File: src/rtl/comp_mul_round_sat.sv
// Output conditioning after the complex multiply stage: convergent rounding, saturation to OUT_W
// bits, valid/ready handshake and a sticky saturation-event counter. 2-cycle latency, 1 sample/cycle.
module comp_mul_round_sat #(
  parameter int IN_W       = 48,
  parameter int FRAC_SHIFT = 14,
  parameter int OUT_W      = 16,
  parameter int CNT_W      = 16
) (
  input  logic                    CLK_IN,
  input  logic                    RST_IN,
  input  logic signed [IN_W-1:0]  RE_IN,
  input  logic signed [IN_W-1:0]  IM_IN,
  input  logic                    VALID_IN,
  output logic                    READY_OUT,
  output logic signed [OUT_W-1:0] RE_OUT,
  output logic signed [OUT_W-1:0] IM_OUT,
  output logic                    VALID_OUT,
  input  logic                    READY_IN,
  output logic                    SAT_OUT,
  input  logic                    CLR_CNT_IN,
  output logic [CNT_W-1:0]        SAT_CNT_OUT
);

  // One guard bit above the shifted word so the rounding increment never wraps.
  localparam int R_W = IN_W - FRAC_SHIFT + 1;

  localparam logic [FRAC_SHIFT-1:0] C_HALF = FRAC_SHIFT'(1) << (FRAC_SHIFT - 1);
  localparam logic signed [R_W-1:0] C_MAX  = {{(R_W-OUT_W+1){1'b0}}, {(OUT_W-1){1'b1}}};
  localparam logic signed [R_W-1:0] C_MIN  = {{(R_W-OUT_W+1){1'b1}}, {(OUT_W-1){1'b0}}};

  logic                    r_s1_vld;
  logic signed [R_W-1:0]   r_s1_re;
  logic signed [R_W-1:0]   r_s1_im;
  logic                    r_s2_vld;
  logic signed [OUT_W-1:0] r_re_out;
  logic signed [OUT_W-1:0] r_im_out;
  logic                    r_sat;
  logic [CNT_W-1:0]        r_sat_cnt;

  logic                    w_en;
  logic signed [R_W-1:0]   w_re_rnd;
  logic signed [R_W-1:0]   w_im_rnd;
  logic signed [OUT_W-1:0] w_re_sat;
  logic signed [OUT_W-1:0] w_im_sat;
  logic                    w_re_flag;
  logic                    w_im_flag;

  function automatic logic signed [R_W-1:0] round_conv(input logic signed [IN_W-1:0] x);
    logic signed [R_W-1:0]  q;
    logic [FRAC_SHIFT-1:0]  f;
    logic                   up;
    q  = {x[IN_W-1], x[IN_W-1:FRAC_SHIFT]};
    f  = x[FRAC_SHIFT-1:0];
    up = (f > C_HALF) || ((f == C_HALF) && q[0]);
    return q + {{(R_W-1){1'b0}}, up};
  endfunction

  // Returns {flag, value}.
  function automatic logic [OUT_W:0] sat_conv(input logic signed [R_W-1:0] r);
    if (r > C_MAX)      return {1'b1, C_MAX[OUT_W-1:0]};
    else if (r < C_MIN) return {1'b1, C_MIN[OUT_W-1:0]};
    else                return {1'b0, r[OUT_W-1:0]};
  endfunction

  assign w_en      = !r_s2_vld || READY_IN;
  assign READY_OUT = w_en;

  always_comb begin
    w_re_rnd               = round_conv(RE_IN);
    w_im_rnd               = round_conv(IM_IN);
    {w_re_flag, w_re_sat}  = sat_conv(r_s1_re);
    {w_im_flag, w_im_sat}  = sat_conv(r_s1_im);
  end

  always_ff @(posedge CLK_IN) begin
    if (RST_IN) begin
      r_s1_vld  <= 1'b0;
      r_s1_re   <= '0;
      r_s1_im   <= '0;
      r_s2_vld  <= 1'b0;
      r_re_out  <= '0;
      r_im_out  <= '0;
      r_sat     <= 1'b0;
      r_sat_cnt <= '0;
    end else begin
      if (w_en) begin
        r_s1_vld <= VALID_IN;
        r_s1_re  <= w_re_rnd;
        r_s1_im  <= w_im_rnd;
        r_s2_vld <= r_s1_vld;
        r_re_out <= w_re_sat;
        r_im_out <= w_im_sat;
        r_sat    <= r_s1_vld && (w_re_flag || w_im_flag);
      end
      // Clear wins over a same-cycle saturating load; the count sticks at all-ones.
      if (CLR_CNT_IN)
        r_sat_cnt <= '0;
      else if (w_en && r_s1_vld && (w_re_flag || w_im_flag) && (r_sat_cnt != '1))
        r_sat_cnt <= r_sat_cnt + CNT_W'(1);
    end
  end

  assign RE_OUT      = r_re_out;
  assign IM_OUT      = r_im_out;
  assign VALID_OUT   = r_s2_vld;
  assign SAT_OUT     = r_sat;
  assign SAT_CNT_OUT = r_sat_cnt;

endmodule

File: config.mk
export PLATFORM = sky130hd
export DESIGN_NAME = comp_mul_round_sat
export DESIGN_NICKNAME = d
export VERILOG_FILES = /design/src/rtl/comp_mul_round_sat.sv
export SDC_FILE = /design/constraint.sdc
export NUM_CORES = 1
export LEC_CHECK = 0
export ABC_AREA = 1
export BUFFER_PORTS_ARGS = -buffer_cell sky130_fd_sc_hd__buf_2
export CAP_MARGIN = 0
export CORE_ASPECT_RATIO = 2
export CORE_MARGIN = 4
export CORE_UTILIZATION = 45
export DETAILED_ROUTE_END_ITERATION = 10
export HOLD_SLACK_MARGIN = 0.06
export PLACE_DENSITY = 0.64
export SLEW_MARGIN = 30
export SYNTH_ARGS = -nofsm -noshare
export SYNTH_HDL_FRONTEND = slang
export SYNTH_SLANG_ARGS = --single-unit
File: constraint.sdc
create_clock -name CLK_IN -period 2.1 [get_ports CLK_IN]
set_clock_uncertainty 0.2 [all_clocks]
set_input_delay 0 -clock CLK_IN [delete_from_list [all_inputs] [get_ports CLK_IN]]
set_output_delay 0 -clock CLK_IN [all_outputs]
set_load 0.01 [all_outputs]
==> results.json, run 1 <==
{
  "area.sequential_um2": 2420,
  "clk_pin_slew_ns": 0.06,
  "crit_type": "in2reg",
  "rsz0062_at_grt": "yes",
  "synthArstFlopShare": 0,
  "setup_viol": 0,
  "wl_met2_um": 13600,
  "wl_per_cell_um": 16.1,
  "synth_cells": 1073,
  "final_common_cell": "nand2_1",
  "avgViaCountPerCell": 5.24,
  "violations": "negative hold slack",
  "yosysSeqAreaShare": 0.336,
  "via_count": 8198,
  "yosysTopAreaCell": "dfxtp_1",
  "cts_buffer_depth": 2,
  "placed_cells": 1413,
  "drive_gt1_frac": 0.231,
  "most-common-layout-cells": "215 x nand2_1, 140 x buf_2, 121 x dfxtp_1",
  "drt_iter0_drc": 349,
  "synth_ff_type": "dfxtp_1",
  "multi_input_area_um2": 4290,
  "final_nets": 1454,
  "hp-class": "in2reg",
  "synth.distinct_cells": 43,
  "max_stage_delay_ns": 0.57,
  "crit_chain": "dlygate4sd3_1 -> buf_4 -> nand2_1 -> nor3_2 -> buf_4 -> nand3_1 -> xnor2_1 -> dlygate4sd3_1 -> o21bai_1 -> inv_1",
  "drc_errors": 0,
  "slew_violations": 0,
  "antenna_found_initial": 0,
  "cts_buffers": 17,
  "met1_length_um": 8610,
  "fin_util": 0.652,
  "area_growth_pct": 42.6,
  "syn-num-nets": 1177,
  "dp_hpwl_um": 17800,
  "final_cells": 1564,
  "crit_path_top_delay_cell": "dlygate4sd3_1",
  "insertedDiodeCount": 0,
  "grtUsageTotal": 0.271,
  "synth_area_leaders": "dfxtp_1 34%, nand2_1 12%, inv_1 6.4%",
  "fin_crit_sh": 0.985,
  "grt_pass1_vias": 8364,
  "drt_pass1_iterations": 6,
  "fin_tns_setup_ns": 0,
  "grt_first_pass_wirelength_um": 40100,
  "std_cell_rows": 65,
  "wl_met3_um": 984,
  "max-vdd-ir-drop_mv": 0.501,
  "cts_tree": "done",
  "netlist_area_um2": 7210,
  "min_period_ns": 2.07,
  "hold_slack_ns": -0.106,
  "max_freq_mhz": 483,
  "p_leak_nw": 4.76,
  "status": "finished, violations left",
  "place_congestion": 0.956,
  "cp_max_fo": 4,
  "slew_headroom": 0.519,
  "worst_pin_slew_ns": 0.721,
  "root_buffer": "clkbuf_16",
  "finalWirelength_um": 25100,
  "fillCellCount": 1421,
  "critPathBufInv": 5,
  "gr-total-overflow": 0,
  "avgSynthCellArea_um2": 6.72,
  "end_kind": "flip-flop",
  "ant_nets": 0,
  "maxCapViolCount": 0,
  "clock-sinks": 121,
  "finalHoldViolations": 1,
  "synth_top_area_frac": 0.336,
  "die_area_um2": 18200,
  "clk_latency_ns": 0.42,
  "ys_seq_elements": 121,
  "io_pins": 152,
  "coreArea_um2": 15800,
  "routed.top_layer": "met4",
  "synth-edff-count": 0,
  "powerDensity_nw_per_um2": 640,
  "h-tree-depth": 4,
  "initial_utilization": 0.457,
  "io_buffer_count": 151,
  "cp.required_ns": 2.22,
  "path_delay_family": "buffers and inverters",
  "yosysWarnings": 0,
  "crit_arrival_ns": 2.18,
  "crit_path_start_kind": "input pin",
  "dieWidth_um": 97.5,
  "grt_max_degree": 52,
  "die_y_um": 187
}
-- cells in the mapped netlist, types with 4 or more instances --
library cell	count
nand2_1	226
inv_1	123
dfxtp_1	121
nor2_1	112
o21ai_0	81
nand3_1	66
a21oi_1	53
nand4_1	36
o21bai_1	30
xor2_1	29
nor3_1	28
clkbuf_1	26
o211ai_1	19
xnor2_1	19
inv_2	11
nand2_2	11
a21oi_2	10
buf_2	8
or2_0	8
or2_2	7
nor3_2	6
nor4_1	6
buf_1	4
nand3b_1	4
nor2_4	4
-- tightest hold or removal path, stage by stage --
cell      delay, ns
buf_2          0.14
nand2_1        0.07
nand3_1        0.12
o211ai_1       0.10
inv_1          0.05
-- where the power goes --
part | leakage (nW) | total (mW) | internal (mW) | switching [mW]
Sequential | 1.01 | 2.55 | 2.46 | 0.0964
Combinational | 3.47 | 1.06 | 0.480 | 0.583
Clock | 0.282 | 2.97 | 1.89 | 1.08
-- sequential cells by signal (all words and copies together), names as in the netlist --
| signal | cells |
|---|---|
| SAT_CNT_OUT | 16 |
| r_s1_re | 35 |
| r_s1_im | 35 |
| SAT_OUT | 1 |
| RE_OUT | 16 |
| r_s1_vld | 1 |
| VALID_OUT | 1 |
| IM_OUT | 16 |
-- through the flow --
step	setup slack, ns	power (mW)	hold WS (ns)	instance area, um^2
detailed placement	0.130	3.45	0.108	8300
global placement	0.157	3.44	0.102	8300
floorplan	0.198	3.06	-0.0499	7210
global route	-0.0865	6.85	-0.0849	10300
finish	0.0317	6.58	-0.106	10300
CTS	0.00705	6.57	-0.132	10000
-- logic make-up after synthesis --
| logic type | synth area share |
|---|---|
| buffers and inverters | 0.0937 |
| DFF | 0.336 |
| AOI/OAI and AO/OA | 0.162 |
| adders and majority gates | 0.00521 |
| xor gates and xnor gates | 0.0583 |
| and+or+nand+nor | 0.345 |
-- final timing paths --
path                                   from          end  slack, ns  depth (start not counted)
worst max register to register    VALID_OUT  r_s1_im[33]       0.14                          6
worst max-delay path              IM_IN[28]  r_s1_im[18]       0.03                         10
worst min-delay path              IM_IN[35]  r_s1_im[21]      -0.11                          5
worst min register to register  r_s1_re[14]   RE_OUT[14]       0.26                          2
-- timing repair --
item,CTS,global route
gates resized for setup,0,62
endpoints found under the hold margin,86,3
endpoints found under the setup margin,0,26
setup buffers,0,10
hold buffers,113,2
-- area by class of cell --
type	count	share of cell area
Clock buffer	20	0.0434
Clock inverter	12	0.0145
Inverter	134	0.0494
Multi-Input combinational cell	780	0.418
Sequential cell	121	0.236
Tap cell	201	0.0245
Timing Repair Buffer	296	0.215
-- routing by layer --
| metal | vias up | GRT usage |
|---|---|---|
| li1 | 4072 | - |
| met4 | 0 | 0.190 |
| met2 | 281 | 0.520 |
| met1 | 3737 | 0.256 |
| met5 | - | 0 |
| met3 | 108 | 0.0392 |
Note: power is estimated with default switching activity, not from simulation.
==> inputs of run 2 (changes only) <==
- PLACE_DENSITY: 0.64 -> 0.66
- clock period: 2.1 -> 1.65 ns (I/O delays scaled with it)
==> results.json, run 2 (synthesis gave the netlist of run 1 again) <==
{
  "grt_first_pass_wirelength_um": 41000,
  "finalWirelength_um": 27500,
  "cts_buffers": 17,
  "via_count": 8781,
  "clk_latency_ns": 0.42,
  "dp_hpwl_um": 18200,
  "area_growth_pct": 58.4,
  "use_met2": 0.542,
  "place_congestion": 0.945,
  "finalHoldViolations": 0,
  "hp-class": "in2reg",
  "rsz0062_at_grt": "yes",
  "status": "finished, violations left",
  "initial_utilization": 0.457,
  "fin_ws_ns": -0.172,
  "cp.required_ns": 1.80,
  "violations": "negative setup slack",
  "drt_iter0_drc": 462,
  "hold_slack_ns": 0.0327,
  "slew_headroom": 0.723,
  "fin_tns_setup_ns": -4.06,
  "dieWidth_um": 97.5,
  "met3_usage": 0.0314,
  "drt_pass1_iterations": 5,
  "final_common_cell": "nand2_1",
  "timing.rr.start": "r_s1_im[22]",
  "fin_crit_sh": 1.10,
  "grt_pass1_vias": 8465,
  "maxCapViolCount": 0,
  "io_pins": 152,
  "pre_cts_slack_ns": -0.166,
  "final_nets": 1542,
  "hold_end": "r_s1_re[19]",
  "fin_util": 0.724,
  "std_cell_rows": 65,
  "crit_arrival_ns": 1.97,
  "most-common-layout-cells": "209 x nand2_1, 141 x buf_2, 119 x inv_1",
  "r2r_slack_ns": -0.17,
  "grt_max_degree": 98,
  "met1_usage": 0.265,
  "reg2reg_depth": 12,
  "drc_errors": 0,
  "holdPathStages": 7,
  "powerDensity_nw_per_um2": 773,
  "cts_buffer_depth": 2,
  "top_usage_layer": "met2",
  "worst_pin_slew_ns": 0.413,
  "drive_gt1_frac": 0.332,
  "h-tree-depth": 4,
  "gr-total-overflow": 0,
  "wl_per_cell_um": 16.6,
  "max_freq_mhz": 549,
  "clock-sinks": 121,
  "antenna_found_initial": 0,
  "worstHoldStart": "RE_IN[16]",
  "insertedDiodeCount": 0,
  "regToRegEndpoint": "SAT_CNT_OUT[4]",
  "grtUsageTotal": 0.276,
  "crit_type": "reg2reg",
  "cts_tree": "done",
  "fillCellCount": 1259,
  "slew_violations": 0,
  "coreArea_um2": 15800,
  "end_kind": "flip-flop",
  "setup_viol": 33,
  "max-vdd-ir-drop_mv": 0.535,
  "io_buffer_count": 151,
  "ant_nets": 0,
  "root_buffer": "clkbuf_16",
  "min_period_ns": 1.82,
  "crit_path_start_kind": "flip-flop",
  "die_y_um": 187,
  "largest_registers": "r_s1_im (35), r_s1_re (35)",
  "avgViaCountPerCell": 5.32,
  "p_leak_nw": 5.40,
  "clk_pin_slew_ns": 0.06,
  "design_power_total_mw": 8.83,
  "die_area_um2": 18200,
  "cp_max_fo": 7
}
## run 2: changes by cell type in the layout (fill, tap and decap cells not counted), sizes merged
cell / change
buf: +88
dlymetal6s4s: +4
clkinvlp: -2
dlygate4sd3: -6
inv: +2
bufinv: +1
bufbuf: +1
nand3: -1
clkbuf: +1
## run 2: cell type report
type	count	area, um^2	share of cell area
Tap cell	201	251	0.0220
Inverter	134	510	0.0447
Clock inverter	13	193	0.0169
Timing Repair Buffer	385	3080	0.269
Clock buffer	19	443	0.0388
Sequential cell	121	2470	0.216
Multi-Input combinational cell	779	4490	0.393
## run 2: worst max-delay path, cell delays in order (launching register included)
cell     delay (ns)
dfxtp_1        0.33
nor2_1         0.13
nand2_1        0.07
nor2_1         0.15
nand3_2        0.11
nand2_1        0.07
nand2_1        0.07
inv_2          0.07
nand2_4        0.07
nand3_4        0.15
buf_12         0.14
nand2_2        0.06
a21oi_2        0.13
## run 2: repair_timing
action	CTS	global route
endpoints found under the hold margin	121	10
setup buffers	12	11
setup endpoints to repair	19	107
resized for setup	18	151
cloned	2	3
pin swaps	4	44
hold buffers	85	30
## run 2: metrics by stage
stage	area, um^2	cells
global placement	8980	1490
finish	11400	1652
detailed placement	8980	1490
floorplan	7260	1073
global route	11400	1652
CTS	10700	1621
## run 2: worst max-delay path by stage
| stage | from | end | slack (ns) |
|---|---|---|---|
| 2_1_floorplan | SAT_CNT_OUT[1] | SAT_CNT_OUT[2] | -0.006 |
| 3_3_place_gp | RE_IN[13] | r_s1_re[30] | -0.15 |
| 3_5_place_dp | RE_IN[13] | r_s1_re[30] | -0.17 |
| 4_1_cts | r_s1_im[24] | SAT_CNT_OUT[2] | -0.11 |
| 5_1_grt | r_s1_im[25] | SAT_CNT_OUT[4] | -0.27 |
| 6_report | r_s1_im[22] | SAT_CNT_OUT[4] | -0.17 |
## run 2: report_power, final
part | switching, mW | internal (mW) | total (mW)
Clock | 1.42 | 2.58 | 4.00
Combinational | 0.817 | 0.745 | 1.56
Sequential | 0.137 | 3.13 | 3.27
## run 2: per-layer routing
| metal | part of all wire | vias to the layer above |
|---|---|---|
| li1 | - | 4257 |
| met1 | 0.34 | 4091 |
| met2 | 0.56 | 320 |
| met3 | 0.036 | 113 |
| met4 | 0.064 | 0 |
| met5 | 0 | - |
